===== src/rtl/mem_arbiter_pkg.sv =====
// Shared memory-port definitions for the SRAM arbiter.
// Holds bus widths, id constants and the forwarded request bundle.
package mem_arbiter_pkg;

    localparam int ADDR_W = 30;
    localparam int DATA_W = 32;
    localparam int MASK_W = 4;
    localparam int ID_W   = 2;

    localparam logic [ID_W-1:0] ID_NONE     = 2'd0;
    localparam logic [ID_W-1:0] VGA_ID_DFLT = 2'd3;

    localparam int VGA_MAX_RUN_DFLT = 8;

    typedef enum logic {
        OWN_CPU,
        OWN_VGA
    } owner_e;

    typedef enum logic [1:0] {
        SEL_NONE,
        SEL_CPU,
        SEL_VGA
    } sel_e;

    typedef struct packed {
        logic [ID_W-1:0]   id;
        logic [ADDR_W-1:0] address;
        logic              read;
        logic              write;
        logic [DATA_W-1:0] writedata;
        logic [MASK_W-1:0] writedatamask;
    } mem_req_t;

endpackage


===== src/rtl/mem_arbiter_if.sv =====
// Bus interfaces for the CPU port, the VGA scan-out port
// and the downstream SRAM port of the arbiter.
interface mem_arbiter_cpu_if;
    import mem_arbiter_pkg::*;

    logic              waitrequest;
    logic [ID_W-1:0]   id;
    logic [ADDR_W-1:0] address;
    logic              read;
    logic              write;
    logic [DATA_W-1:0] writedata;
    logic [MASK_W-1:0] writedatamask;
    logic [DATA_W-1:0] readdata;
    logic [ID_W-1:0]   readdataid;

    modport master (
        output id, address, read, write,
        output writedata, writedatamask,
        input  waitrequest, readdata, readdataid
    );

    modport slave (
        input  id, address, read, write,
        input  writedata, writedatamask,
        output waitrequest, readdata, readdataid
    );
endinterface

interface mem_arbiter_vga_if;
    import mem_arbiter_pkg::*;

    logic              waitrequest;
    logic [ADDR_W-1:0] address;
    logic              read;
    logic [DATA_W-1:0] readdata;
    logic              readdatavalid;

    modport master (
        output address, read,
        input  waitrequest, readdata, readdatavalid
    );

    modport slave (
        input  address, read,
        output waitrequest, readdata, readdatavalid
    );
endinterface

interface mem_arbiter_mem_if;
    import mem_arbiter_pkg::*;

    logic              waitrequest;
    logic [ID_W-1:0]   id;
    logic [ADDR_W-1:0] address;
    logic              read;
    logic              write;
    logic [DATA_W-1:0] writedata;
    logic [MASK_W-1:0] writedatamask;
    logic [DATA_W-1:0] readdata;
    logic [ID_W-1:0]   readdataid;

    modport master (
        output id, address, read, write,
        output writedata, writedatamask,
        input  waitrequest, readdata, readdataid
    );

    modport slave (
        input  id, address, read, write,
        input  writedata, writedatamask,
        output waitrequest, readdata, readdataid
    );
endinterface


===== src/rtl/mem_arbiter.sv =====
// Two-master SRAM arbiter: VGA scan-out has priority, the CPU is
// guaranteed a slot after VGA_MAX_RUN back-to-back VGA transfers.
module mem_arbiter
    import mem_arbiter_pkg::*;
#(
    parameter logic [ID_W-1:0] VGA_ID      = VGA_ID_DFLT,
    parameter int              VGA_MAX_RUN = VGA_MAX_RUN_DFLT
) (
    input  logic              clock,
    input  logic              rst,
    mem_arbiter_cpu_if.slave  cpu,
    mem_arbiter_vga_if.slave  vga,
    mem_arbiter_mem_if.master mem
);

    localparam int RUN_W = $clog2(VGA_MAX_RUN + 1);
    localparam logic [RUN_W-1:0] RUN_MAX = RUN_W'(VGA_MAX_RUN);

    logic             lock;
    logic             lock_n;
    owner_e           owner;
    owner_e           owner_n;
    logic [RUN_W-1:0] run_cnt;
    logic [RUN_W-1:0] run_cnt_n;

    sel_e     sel;
    mem_req_t req;
    logic     cpu_req;
    logic     run_full;
    logic     sel_live;
    logic     cpu_acc;
    logic     vga_acc;
    logic     cpu_wait;
    logic     vga_wait;

    logic            rid_vga;
    logic            rid_cpu;
    logic [ID_W-1:0] cpu_rid;
    logic            vga_rvalid;

    assign cpu_req  = cpu.read | cpu.write;
    assign run_full = (run_cnt == RUN_MAX) && cpu_req;

    always_ff @(posedge clock) begin
        if (rst) begin
            lock    <= 1'b0;
            owner   <= OWN_CPU;
            run_cnt <= '0;
        end else begin
            lock    <= lock_n;
            owner   <= owner_n;
            run_cnt <= run_cnt_n;
        end
    end

    // A stalled grant is pinned to its owner until it is accepted.
    always_comb begin
        sel = SEL_NONE;
        if (rst) begin
            sel = SEL_NONE;
        end else if (lock) begin
            sel = (owner == OWN_VGA) ? SEL_VGA : SEL_CPU;
        end else if (vga.read && !run_full) begin
            sel = SEL_VGA;
        end else if (cpu_req) begin
            sel = SEL_CPU;
        end
    end

    always_comb begin
        req      = '0;
        req.id   = ID_NONE;
        cpu_wait = 1'b1;
        vga_wait = 1'b1;
        sel_live = 1'b0;
        unique case (sel)
            SEL_CPU: begin
                req.id            = cpu.id;
                req.address       = cpu.address;
                req.read          = cpu.read;
                req.write         = cpu.write;
                req.writedata     = cpu.writedata;
                req.writedatamask = cpu.writedatamask;
                cpu_wait          = mem.waitrequest;
                sel_live          = cpu_req;
            end
            SEL_VGA: begin
                req.id      = VGA_ID;
                req.address = vga.address;
                req.read    = 1'b1;
                vga_wait    = mem.waitrequest;
                sel_live    = vga.read;
            end
            default: ;
        endcase
    end

    assign cpu_acc = (sel == SEL_CPU) && cpu_req && !mem.waitrequest;
    assign vga_acc = (sel == SEL_VGA) && vga.read && !mem.waitrequest;

    always_comb begin
        lock_n    = sel_live && mem.waitrequest;
        owner_n   = owner;
        run_cnt_n = run_cnt;
        unique case (sel)
            SEL_CPU: owner_n = OWN_CPU;
            SEL_VGA: owner_n = OWN_VGA;
            default: ;
        endcase
        if (cpu_acc || !cpu_req) begin
            run_cnt_n = '0;
        end else if (vga_acc && run_cnt != RUN_MAX) begin
            run_cnt_n = run_cnt + RUN_W'(1);
        end
    end

    assign mem.id            = req.id;
    assign mem.address       = req.address;
    assign mem.read          = req.read;
    assign mem.write         = req.write;
    assign mem.writedata     = req.writedata;
    assign mem.writedatamask = req.writedatamask;

    assign cpu.waitrequest = cpu_wait;
    assign vga.waitrequest = vga_wait;

    // Returns are steered purely by id, independent of the grant.
    assign rid_vga = (mem.readdataid == VGA_ID);
    assign rid_cpu = !rid_vga && (mem.readdataid != ID_NONE);

    always_comb begin
        cpu_rid    = ID_NONE;
        vga_rvalid = 1'b0;
        if (!rst) begin
            unique case (1'b1)
                rid_vga: vga_rvalid = 1'b1;
                rid_cpu: cpu_rid    = mem.readdataid;
                default: ;
            endcase
        end
    end

    assign cpu.readdata      = mem.readdata;
    assign cpu.readdataid    = cpu_rid;
    assign vga.readdata      = mem.readdata;
    assign vga.readdatavalid = vga_rvalid;

    a_cpu_id_not_vga: assert property (
        @(posedge clock) disable iff (rst)
        cpu_req |-> (cpu.id != VGA_ID)
    );

endmodule

===== src/flat_wrapper.sv =====
// flat-port wrapper written by rule: the top's interface ports become plain ports
module mem_arbiter_flat import mem_arbiter_pkg::*;
#(
    parameter logic [ID_W-1:0] VGA_ID      = VGA_ID_DFLT,
    parameter int              VGA_MAX_RUN = VGA_MAX_RUN_DFLT
)
  (clock, rst, cpu_id, cpu_address, cpu_read, cpu_write, cpu_writedata, cpu_writedatamask, cpu_waitrequest, cpu_readdata, cpu_readdataid, vga_address, vga_read, vga_waitrequest, vga_readdata, vga_readdatavalid, mem_id, mem_address, mem_read, mem_write, mem_writedata, mem_writedatamask, mem_waitrequest, mem_readdata, mem_readdataid);
  mem_arbiter_cpu_if cpu_i ();
  mem_arbiter_vga_if vga_i ();
  mem_arbiter_mem_if mem_i ();
  input  logic clock;
  input  logic rst;
  input wire logic [$bits(cpu_i.id)-1:0] cpu_id;
  input wire logic [$bits(cpu_i.address)-1:0] cpu_address;
  input wire logic [$bits(cpu_i.read)-1:0] cpu_read;
  input wire logic [$bits(cpu_i.write)-1:0] cpu_write;
  input wire logic [$bits(cpu_i.writedata)-1:0] cpu_writedata;
  input wire logic [$bits(cpu_i.writedatamask)-1:0] cpu_writedatamask;
  output wire logic [$bits(cpu_i.waitrequest)-1:0] cpu_waitrequest;
  output wire logic [$bits(cpu_i.readdata)-1:0] cpu_readdata;
  output wire logic [$bits(cpu_i.readdataid)-1:0] cpu_readdataid;
  input wire logic [$bits(vga_i.address)-1:0] vga_address;
  input wire logic [$bits(vga_i.read)-1:0] vga_read;
  output wire logic [$bits(vga_i.waitrequest)-1:0] vga_waitrequest;
  output wire logic [$bits(vga_i.readdata)-1:0] vga_readdata;
  output wire logic [$bits(vga_i.readdatavalid)-1:0] vga_readdatavalid;
  output wire logic [$bits(mem_i.id)-1:0] mem_id;
  output wire logic [$bits(mem_i.address)-1:0] mem_address;
  output wire logic [$bits(mem_i.read)-1:0] mem_read;
  output wire logic [$bits(mem_i.write)-1:0] mem_write;
  output wire logic [$bits(mem_i.writedata)-1:0] mem_writedata;
  output wire logic [$bits(mem_i.writedatamask)-1:0] mem_writedatamask;
  input wire logic [$bits(mem_i.waitrequest)-1:0] mem_waitrequest;
  input wire logic [$bits(mem_i.readdata)-1:0] mem_readdata;
  input wire logic [$bits(mem_i.readdataid)-1:0] mem_readdataid;
  assign cpu_i.id = cpu_id;
  assign cpu_i.address = cpu_address;
  assign cpu_i.read = cpu_read;
  assign cpu_i.write = cpu_write;
  assign cpu_i.writedata = cpu_writedata;
  assign cpu_i.writedatamask = cpu_writedatamask;
  assign cpu_waitrequest = cpu_i.waitrequest;
  assign cpu_readdata = cpu_i.readdata;
  assign cpu_readdataid = cpu_i.readdataid;
  assign vga_i.address = vga_address;
  assign vga_i.read = vga_read;
  assign vga_waitrequest = vga_i.waitrequest;
  assign vga_readdata = vga_i.readdata;
  assign vga_readdatavalid = vga_i.readdatavalid;
  assign mem_id = mem_i.id;
  assign mem_address = mem_i.address;
  assign mem_read = mem_i.read;
  assign mem_write = mem_i.write;
  assign mem_writedata = mem_i.writedata;
  assign mem_writedatamask = mem_i.writedatamask;
  assign mem_i.waitrequest = mem_waitrequest;
  assign mem_i.readdata = mem_readdata;
  assign mem_i.readdataid = mem_readdataid;
  mem_arbiter #(.VGA_ID(VGA_ID), .VGA_MAX_RUN(VGA_MAX_RUN)) u_core (.clock(clock), .rst(rst), .cpu(cpu_i), .vga(vga_i), .mem(mem_i));
endmodule

===== config.mk =====
export PLATFORM = sky130hd
export DESIGN_NAME = mem_arbiter_flat
export DESIGN_NICKNAME = d
export VERILOG_FILES = /design/src/rtl/mem_arbiter_pkg.sv /design/src/rtl/mem_arbiter_if.sv /design/src/rtl/mem_arbiter.sv /design/src/flat_wrapper.sv
export SDC_FILE = /design/constraint.sdc
export NUM_CORES = 1
export LEC_CHECK = 0
export BUFFER_PORTS_ARGS = -buffer_cell sky130_fd_sc_hd__buf_2
export CORE_AREA = 5 5 103 105
export DETAILED_ROUTE_END_ITERATION = 8
export DIE_AREA = 0 0 108 110
export SLEW_MARGIN = 20
export SYNTH_ARGS = -nofsm -noshare
export SYNTH_HDL_FRONTEND = slang
export SYNTH_SLANG_ARGS = --single-unit

===== constraint.sdc =====
create_clock -name clock -period 2.3 [get_ports clock]
set_input_delay 0.23 -clock clock [delete_from_list [all_inputs] [get_ports clock]]
set_output_delay 0.23 -clock clock [all_outputs]
set_load 0.01 [all_outputs]

==> results by group <==
Run status
  • Status: complete, but fails checks
  • Failing checks: setup timing

Logic synthesis
  • Syn avg cell area: approximately 7.4 µm²
  • Post-synth ARST share: 0%
  • Yosys reg bits: 6
  • Yosys cell types: 29
  • Number of synthesized flops with an enable pin: 0
  • Cells after synthesis: 201
  • Most used flip-flop cell after synthesis: dfxtp_1
  • Cell Area, Synth: between 1000 and 1500 µm²
  • Sequential area share after synthesis: between 8 and 9%
  • Yosys synthesis warning count: 0
  • Syn Nets: between 300 and 400

Layout
  • Filler cells: between 1000 and 1500
  • Commonest cells after routing, fill and taps aside: 178 x buf_2, 37 x and2_1, 30 x a22o_1
  • ANT cells: 0
  • Seq. cell area: 122.6 µm²
  • Commonest non-fill, non-tap cell in the layout: buf_2
  • Non-Filler Instances: between 400 and 500
  • Share of layout cells above drive strength 1: approximately 66%
  • Multi-input gate area: between 800 and 900 µm²
  • Area Overhead vs Synth: 60.95%
  • Final nets: about 470
  • Final Core Density: 24.95%

Setup path
  • Worst path required time: 2.07 ns
  • Worst setup path end: mem_address[23]
  • Startpoint types: register
  • Crit path arrival time: 2.18 ns
  • Crit path max fanout: 16
  • Crit path capture type: output pin
  • Reg-to-reg startpoint: u_core.run_cnt[0]$_SDFFE_PP0P_
  • Worst reg2reg path depth: 10
  • Reg2reg setup slack: between 0.15 and 0.2 ns
  • Worst Setup SP: u_core.run_cnt[0]$_SDFFE_PP0P_
  • Crit path kind: register to output pin
  • Reg2reg end: u_core.run_cnt[2]$_SDFFE_PP0P_

Placement
  • Port buffer count: 180
  • Placed cells: between 400 and 500
  • Placer Congestion: roughly 0.70
  • DP HPWL: ~5.7 mm

Power
  • Proportion of power drawn by combinational gates: 54.6%
  • Sw power: slightly below 0.0002 W
  • Pwr Total: 0.0005889 W
  • Peak supply drop: approximately 0.00011 V
  • Register share of total power: a little under a fifth
  • PwrDens: 247.2 nW/µm²
  • Clock Power Share: ~27%
  • Switching share of total power: between 30 and 40%
  • Power Internal: between 0.0003 and 0.0004 W
  • LEAKAGE: between 1 and 1.5 nW

Clock tree
  • Root Buffer: clkbuf_8
  • Clock slew at reported path FFs: 0.04 ns
  • # clock sinks: 6
  • Worst skew pair latency: approximately 0.23 ns
  • Maximum clock insertion buffer count: 2
  • H-tree Lvls: 1
  • Clock buffer count from CTS: 3
  • CTS tree: yes

STA
  • Relative slew slack: about four fifths
  • Worst hold margin: 0.3148 ns
  • Clock Skew: 0.004316 ns
  • Setup ws final: -0.1093 ns
  • Final Hold Viols: 0
  • Max-slew violations: 0
  • Final min period: 2.409 ns
  • Unrepaired setup endpoints after global routing: true
  • Worst slew pin tran: a little over 0.3 ns
  • Fmax: approximately 0.42 GHz
  • Tcrit/Tclk final: 104.8%
  • Endpoints failing setup: 30
  • Setup Total Neg Slack: -2.568 ns

Die
  • Core area: 9549 µm²
  • FP Rows: 36
  • Die ar.: approximately 12000 µm²
  • Starting Density: roughly 16%
  • Die Width: roughly 110 µm
  • Vert. Die Dim: around 110 µm
  • Top-level I/O count: approximately 280

Detailed routing
  • Via count: between 1500 and 2000
  • DRC: 0
  • Antenna violation net count after detailed routing: 0
  • Drt total wl: slightly above 7 mm
  • Vias per inst: just over 4
  • Initial DRC Count: 110
  • DR WL/cell: between 15 and 20 µm
  • Pre-antenna DRT Iters: 4

GRT
  • GR Util met3: 4.019%
  • First-pass GRT wire length: about 9.5 mm
  • Vias in the first global route: between 1500 and 2000
  • Largest net degree at the start of global routing: 43
  • Initial antenna violation count: 0
  • Total grt overflow: 0
  • Most Crowded Layer GR: met2
  • GRT met1 Usage: 11.79%
  • GR Layer Usage met2: 17.54%
  • Total GRT Usage: 10.34%

Min path
  • Hold Path Class: input port to register

Job
  • Max-cap check violation count: 0
## final cells by class
class / instances / share of cell area [%]
multi-input combinational: 117 / 37.18
tap: 133 / 6.985
sequential: 6 / 5.147
timing repair buffer: 198 / 48.42
clock buffer: 3 / 1.733
inverter: 3 / 0.5252
## critical path, cell delays in order, from the launching register on
cell	delay, ns
dfxtp_2	0.31
inv_2	0.07
ha_4	0.13
nand3b_1	0.15
buf_4	0.18
a211o_1	0.27
ha_2	0.19
nor2b_4	0.14
buf_12	0.15
a22o_1	0.20
buf_2	0.14
## worst min path at each step
| stage | slack [ns] | start | endpoint | cells after the start |
|---|---|---|---|---|
| floorplan | 0.40 | mem_waitrequest | u_core.lock$_SDFF_PP0_ | 1 |
| global placement | 0.46 | mem_readdata[15] | cpu_readdata[15] | 0 |
| detailed placement | 0.46 | mem_readdata[15] | cpu_readdata[15] | 0 |
| CTS | 0.31 | mem_waitrequest | u_core.lock$_SDFF_PP0_ | 2 |
| global route | 0.33 | mem_waitrequest | u_core.lock$_SDFF_PP0_ | 2 |
| finish | 0.31 | mem_waitrequest | u_core.lock$_SDFF_PP0_ | 2 |
## through the flow
step | setup slack [ns] | area (µm²)
6_report | -0.1093 | 2382
5_1_grt | -0.1810 | 2382
4_1_cts | -0.1401 | 2346
3_5_place_dp | -0.001990 | 2100
3_3_place_gp | 0.05807 | 2100
2_1_floorplan | 0.02233 | 1480
## sequential cells by signal, summed over array words and instances (netlist names)
register,flops
u_core.run_cnt,4
u_core.owner,1
u_core.lock,1
## per-layer routing
layer | part of all wire (%) | vias up
li1 | - | 885
met1 | 36 | 819
met2 | 49 | 142
met3 | 13 | 20
met4 | 2.2 | 0
met5 | 0 | -
## synthesized netlist by cell type (2+ instances only)
cell	count	area, µm²
buf_4	64	480.5
and2_1	37	231.5
a22o_1	30	262.8
a21oi_1	9	45.04
clkbuf_1	9	33.78
dfxtp_1	6	120.1
ha_1	5	62.56
nor2_1	5	18.77
o21ai_0	4	20.02
and3b_1	3	26.28
nand3_1	3	15.01
nand3b_1	3	22.52
nor2b_1	3	18.77
inv_1	2	7.510
nand2b_1	2	12.51
nor3b_1	2	15.01
o21ai_1	2	10.01
## power groups by stage
stage	sequential (W)	combinational [W]	clock (W)
after global routing	0.000107	0.000351	0.000172
final	0.000107	0.000322	0.000160
after detailed placement	0.000108	0.000286	0
after global placement	0.000108	0.000283	0
after CTS	0.000107	0.000321	0.000164
after floorplan	0.000108	0.000229	0
## kinds of logic after synthesis
group           count (synthesis)  share of synthesized area, %
compound gates                 49                         24.94
simple gates                   63                         26.54
buf+inv                        78                         36.18
flops                           6                         8.115
fa+ha+maj                       5                         4.227
## what timing repair did
item                       CTS  global route
hold buffers                 0             0
pin swaps                    1            24
setup endpoints to repair   57            37
buffers inserted             8             2
resized for setup           17            12
cloned                       3             1
No activity file was read; power rests on OpenSTA's default activity.
